===== config.mk =====
export PLATFORM = sky130hd
export DESIGN_NAME = saes_iter_engine
export DESIGN_NICKNAME = d
export VERILOG_FILES = /design/src/rtl/saes_pkg.sv /design/src/rtl/saes_round_step.sv /design/src/rtl/saes_iter_engine.sv
export SDC_FILE = /design/constraint.sdc
export NUM_CORES = 1
export LEC_CHECK = 0
export ABC_AREA = 1
export BUFFER_PORTS_ARGS = -buffer_cell sky130_fd_sc_hd__buf_4
export CAP_MARGIN = 20
export CORE_MARGIN = 2
export CORE_UTILIZATION = 45
export CTS_BUF_LIST = sky130_fd_sc_hd__clkbuf_8
export DETAILED_ROUTE_END_ITERATION = 6
export PLACE_DENSITY = 0.72
export SETUP_SLACK_MARGIN = 0.2
export SLEW_MARGIN = 20
export SYNTH_ARGS = -nofsm -noshare
export SYNTH_HDL_FRONTEND = slang
export SYNTH_SLANG_ARGS = --single-unit

===== constraint.sdc =====
create_clock -name clk -period 8.6 [get_ports clk]
set_input_delay 1.29 -clock clk [delete_from_list [all_inputs] [get_ports clk]]
set_output_delay 1.29 -clock clk [all_outputs]
set_load 0.01 [all_outputs]

===== src/rtl/saes_pkg.sv =====
// saes_pkg: shared widths, FSM encoding and datapath helpers for the simplified-AES engine.
package saes_pkg;
   localparam int BLOCK_W = 64;
   localparam int NIBBLE_W = 4;
   localparam int NIBBLES = 16;
   localparam int DEFAULT_ROUNDS = 10;
   // Entry n lives in bits [4n+3:4n]; 0->6->F->9->2->0 is one of its cycles.
   localparam logic [BLOCK_W-1:0] SBOX_TABLE = 64'h94A5_732E_CF81_D0B6;
   typedef enum logic [1:0] {IDLE = 2'd0, ROUND = 2'd1, DONE = 2'd2} stateT;
   function automatic logic [BLOCK_W-1:0] key_step(input logic [BLOCK_W-1:0] k);
      return {k[59:0], k[63:60]};
   endfunction
   function automatic logic [BLOCK_W-1:0] shift_rows(input logic [BLOCK_W-1:0] s);
      return {s[51:48], s[63:52], s[39:32], s[47:40], s[27:16], s[31:28], s[15:0]};
   endfunction
endpackage


===== src/rtl/saes_round_step.sv =====
// saes_round_step: one combinational cipher round, ShiftRows(SubNibbles(s)) ^ k.
module saes_round_step
   import saes_pkg::*;
(
   input  logic [BLOCK_W-1:0] stateIn,
   input  logic [BLOCK_W-1:0] keyIn,
   output logic [BLOCK_W-1:0] stateOut
);
   logic [BLOCK_W-1:0] subbed;
   for (genvar i = 0; i < NIBBLES; i++) begin : gSbox
      assign subbed[i*NIBBLE_W +: NIBBLE_W] = SBOX_TABLE[{stateIn[i*NIBBLE_W +: NIBBLE_W], 2'b00} +: NIBBLE_W];
   end
   assign stateOut = shift_rows(subbed) ^ keyIn;
endmodule


===== src/rtl/saes_iter_engine.sv =====
// saes_iter_engine: iterative simplified-AES encryptor, one round per cycle over a shared round step,
// with valid/ready handshakes on both sides and back-to-back acceptance from DONE.
module saes_iter_engine
   import saes_pkg::*;
#(
   parameter int NUM_ROUNDS = DEFAULT_ROUNDS,
   localparam int CNT_W = 4
)(
   input  logic               clk,
   input  logic               rst,
   input  logic               flush,
   input  logic               in_valid,
   output logic               in_ready,
   input  logic [BLOCK_W-1:0] in_plaintext,
   input  logic [BLOCK_W-1:0] in_key,
   output logic               out_valid,
   input  logic               out_ready,
   output logic [BLOCK_W-1:0] out_ciphertext,
   output logic               busy,
   output logic [CNT_W-1:0]   round_idx
);
   if (NUM_ROUNDS < 1 || NUM_ROUNDS > 15) begin : gBadRounds
      $error("saes_iter_engine: NUM_ROUNDS must be within 1..15");
   end
   stateT state;
   logic [BLOCK_W-1:0] stateReg, keyReg, nextKey, roundOut;
   logic [CNT_W-1:0] cnt;
   logic accept;
   assign nextKey = key_step(keyReg);
   saes_round_step uStep (
      .stateIn (stateReg),
      .keyIn   (nextKey),
      .stateOut(roundOut)
   );
   assign in_ready = (state == IDLE) || (state == DONE && out_ready);
   assign accept = in_valid && in_ready;
   assign out_valid = state == DONE;
   assign busy = state == ROUND;
   assign round_idx = busy ? cnt : '0;
   assign out_ciphertext = out_valid ? stateReg : '0;
   // A DONE handshake with a new block pending goes through the accept branch, skipping IDLE.
   always_ff @(posedge clk or posedge rst) begin
      if (rst) begin
         state <= IDLE;
         stateReg <= '0;
         keyReg <= '0;
         cnt <= '0;
      end else if (flush) begin
         state <= IDLE;
         cnt <= '0;
      end else if (accept) begin
         state <= ROUND;
         stateReg <= in_plaintext ^ in_key;
         keyReg <= in_key;
         cnt <= CNT_W'(1);
      end else if (state == ROUND) begin
         stateReg <= roundOut;
         keyReg <= nextKey;
         cnt <= cnt + CNT_W'(1);
         if (cnt == CNT_W'(NUM_ROUNDS)) state <= DONE;
      end else if (state == DONE && out_ready) begin
         state <= IDLE;
         cnt <= '0;
      end
   end
endmodule


==> results.yml <==
place:
  port-buffer-count: 203
  place_congestion: 0.9134
  hpwl_um: 22220
  dp_slack_ns: 4.632
critical_path:
  crit_path_top_delay_cell: "clkinv_2"
  path_class: "primary input to register"
  crit_required_ns: 8.98
  r2r_slack_ns: 5.50
  r2r_end: "stateReg[13]"
  cp_data_arrival_time_ns: 3.92
  crit_path_start_kind: "primary input"
  cp-end-kind: "register"
  crit_top_cell: "nand2_1"
  timing.rr.start: "state[1]"
  crit_fanout: 65
  crit_chain: "buf_4, inv_1, nand2_1, nand3_4, clkinv_2, buf_4, nand2_1, nand2_1, nor2_1, nor2_1"
  worstRegToRegCells: 8
  critPathMaxStageDelay_ns: 0.74
floorplan:
  num_rows: 57
  coreArea_um2: 24460
  die_x_um: 162.1
  die_y_um: 162.1
  io_pins: 204
  start_util_pct: 46.00
  die_area_um2: 26290
synthesis:
  synth_top_area_share_pct: 29.80
  postSynthAreaPerCell_um2: 6.207
  yosysTopAreaCell: "dfrtp_1"
  synth_edf_count: 0
  syn_nets: 2012
  synthFlopType: "dfrtp_1"
  yosysWarningCount: 0
  ys_ff_latch: 134
  yosys-top-cells-area: "dfrtp_1 30%, nand2_1 20%, nor2_1 11%"
  syn-instance-count: 1813
  synthArstFlopShare_pct: 100.0
  synth_area_um2: 11250
  ys_types: 26
  synth_seq_area_share_pct: 29.80
global_route:
  grt_max_degree: 117
  grt_pass1_wl_um: 50200
  antenna_found_initial: 0
  grt_pass1_vias: 10670
  grt_overflow_total: 0
  grt_usage_pct: 23.14
sta:
  setup_tns_ns: 0
  grt_setup_unrepaired: "no"
  setup_viol: 0
  period_share_pct: 41.21
  slew-limit-headroom_pct: 28.75
  layout_setup_ws_ns: 5.056
  worst_slew_pin_slew_ns: 1.069
  finalClockSkew_ns: 0.01586
  finalMaxSlewViolations: 0
  hold_viol_final: 0
  layout_min_cycle_time_ns: 3.544
  fmax_mhz: 282.1
final_layout:
  regArea_um2: 3353
  area_growth_pct: 17.21
  fillers: 2510
  diodes: 0
  multiInputGateArea_um2: 6594
  num-nets-final: 2160
  drive_above_1_share_pct: 12.82
pwr:
  power.density_cell_area_nw_per_um2: 287.6
  power_mw: 3.794
  power_leakage_nw: 7.423
  vdd_drop_max_mv: 0.1276
drt:
  wl_um: 30360
  drt_pass1_iterations: 5
  viasPerCell: 4.993
  drc: 0
  vias: 11480
  avgRoutedWirePerCell_um: 13.21
  drtIter0Drc: 914
  drtAntennaViolNets: 0
clock_tree:
  cts_buffer_depth: 2
  cts_root_buf: "clkbuf_8"
  postCtsHoldBufs: 0
  cts-resized-gates: 0
  clk_latency_ns: 0.46
  cts_tree: "built"
  cts_setup_buffers: 0
  path_clk_slew_ns: 0.09
  h-tree-depth: 4
  cts_buffers: 17
  clkSinkCount: 134
hold_path:
  worstHoldEndpoint: "keyReg[13]"
  hp-start: "keyReg[13]"
  holdPathStages: 2
  hold_class: "register to register"
flow_run:
  max_cap_viol_count: 0
outcome:
  status: "complete, no violations"
-- worst max-delay path by stage --
stage | to | start | slack (ns) | depth (start not counted)
after floorplan | cnt[0] | rst | 3.73 | 1
after global placement | stateReg[13] | out_ready | 4.69 | 10
after detailed placement | keyReg[45] | out_ready | 4.63 | 10
after CTS | stateReg[13] | out_ready | 5.10 | 10
after global routing | keyReg[41] | out_ready | 4.74 | 10
final | stateReg[13] | out_ready | 5.06 | 10
-- where the power goes --
part	switching [mW]	total [mW]	internal (mW)
clock network	0.280	0.597	0.318
logic	1.33	2.03	0.706
registers	0.283	1.16	0.880
-- layer usage --
metal / share of wire, % / global-route usage [%] / vias up
met5: 0 / 0 / -
met4: 1.7 / 5.953 / 0
met3: 5.6 / 3.652 / 36
met2: 47 / 38.61 / 331
met1: 46 / 31.40 / 5242
li1: - / - / 5866
-- cell usage in the layout, fill, tap and decap left out, types with 2 or more instances in the layout --
| cell type | instances |
|---|---|
| clkinv_4 | 4 |
| o21ai_1 | 57 |
| nand2_1 | 606 |
| nand3_1 | 131 |
| buf_4 | 209 |
| clkinv_2 | 4 |
| xnor2_1 | 15 |
| ha_1 | 66 |
| nand2_2 | 2 |
| nand4_1 | 12 |
| bufinv_16 | 4 |
| inv_6 | 3 |
| o21ai_0 | 91 |
| a21oi_1 | 2 |
| clkinvlp_4 | 2 |
| o22ai_1 | 2 |
| dfrtp_1 | 134 |
| inv_1 | 206 |
| clkinv_1 | 11 |
| xor2_1 | 50 |
| o211ai_1 | 19 |
| clkbuf_8 | 17 |
| nor2_1 | 319 |
-- layout make-up --
class / instances / share of cell area [%]
clock buffers: 17 / 1.774
clock inverters: 15 / 1.537
inverters: 220 / 6.308
multi-input cells: 1379 / 49.99
flip-flops and latches: 134 / 25.42
well taps: 324 / 3.073
repair buffers: 209 / 11.90
-- cell families after synthesis --
| kind of cell | synth area share [%] |
|---|---|
| xor gates and xnor gates | 5.059 |
| DFF | 29.80 |
| and+or+nand+nor | 37.91 |
| adders and majority gates | 7.338 |
| buffers and inverters | 11.76 |
| AOI/OAI and AO/OA | 8.128 |
-- flip-flops by register name, indices dropped and copies added (netlist names) --
signal / cells
state: 2
cnt: 4
keyReg: 64
stateReg: 64
-- cells in the mapped netlist (2+ instances only) --
library cell / instances
nand3_2: 2
buf_6: 12
nand4_1: 12
inv_1: 207
inv_2: 2
clkbuf_1: 16
dfrtp_1: 134
xor2_1: 50
buf_2: 35
a21oi_1: 2
nand3_1: 131
o21ai_1: 57
o22ai_1: 2
o21ai_0: 91
o211ai_1: 19
clkinv_1: 11
ha_1: 66
xnor2_1: 15
buf_4: 17
nand2_1: 608
nor2_1: 319
-- metrics by stage --
step | cells | utilization (%) | hold slack (ns) | area [um^2]
global route | 2298 | 53.92 | 0.5808 | 13190
global placement | 2266 | 52.14 | 0.5243 | 12750
detailed placement | 2266 | 52.14 | 0.5343 | 12750
floorplan | 1813 | - | 0.5032 | 11250
CTS | 2298 | 53.92 | 0.5518 | 13190
finish | 2298 | 53.92 | 0.5520 | 13190
-- worst max-delay path, delay by kind of cell --
kind	cells	cell delay, ns
simple gates	6	1.03
buf+inv	4	1.52
(Power assumes the default switching activity.)
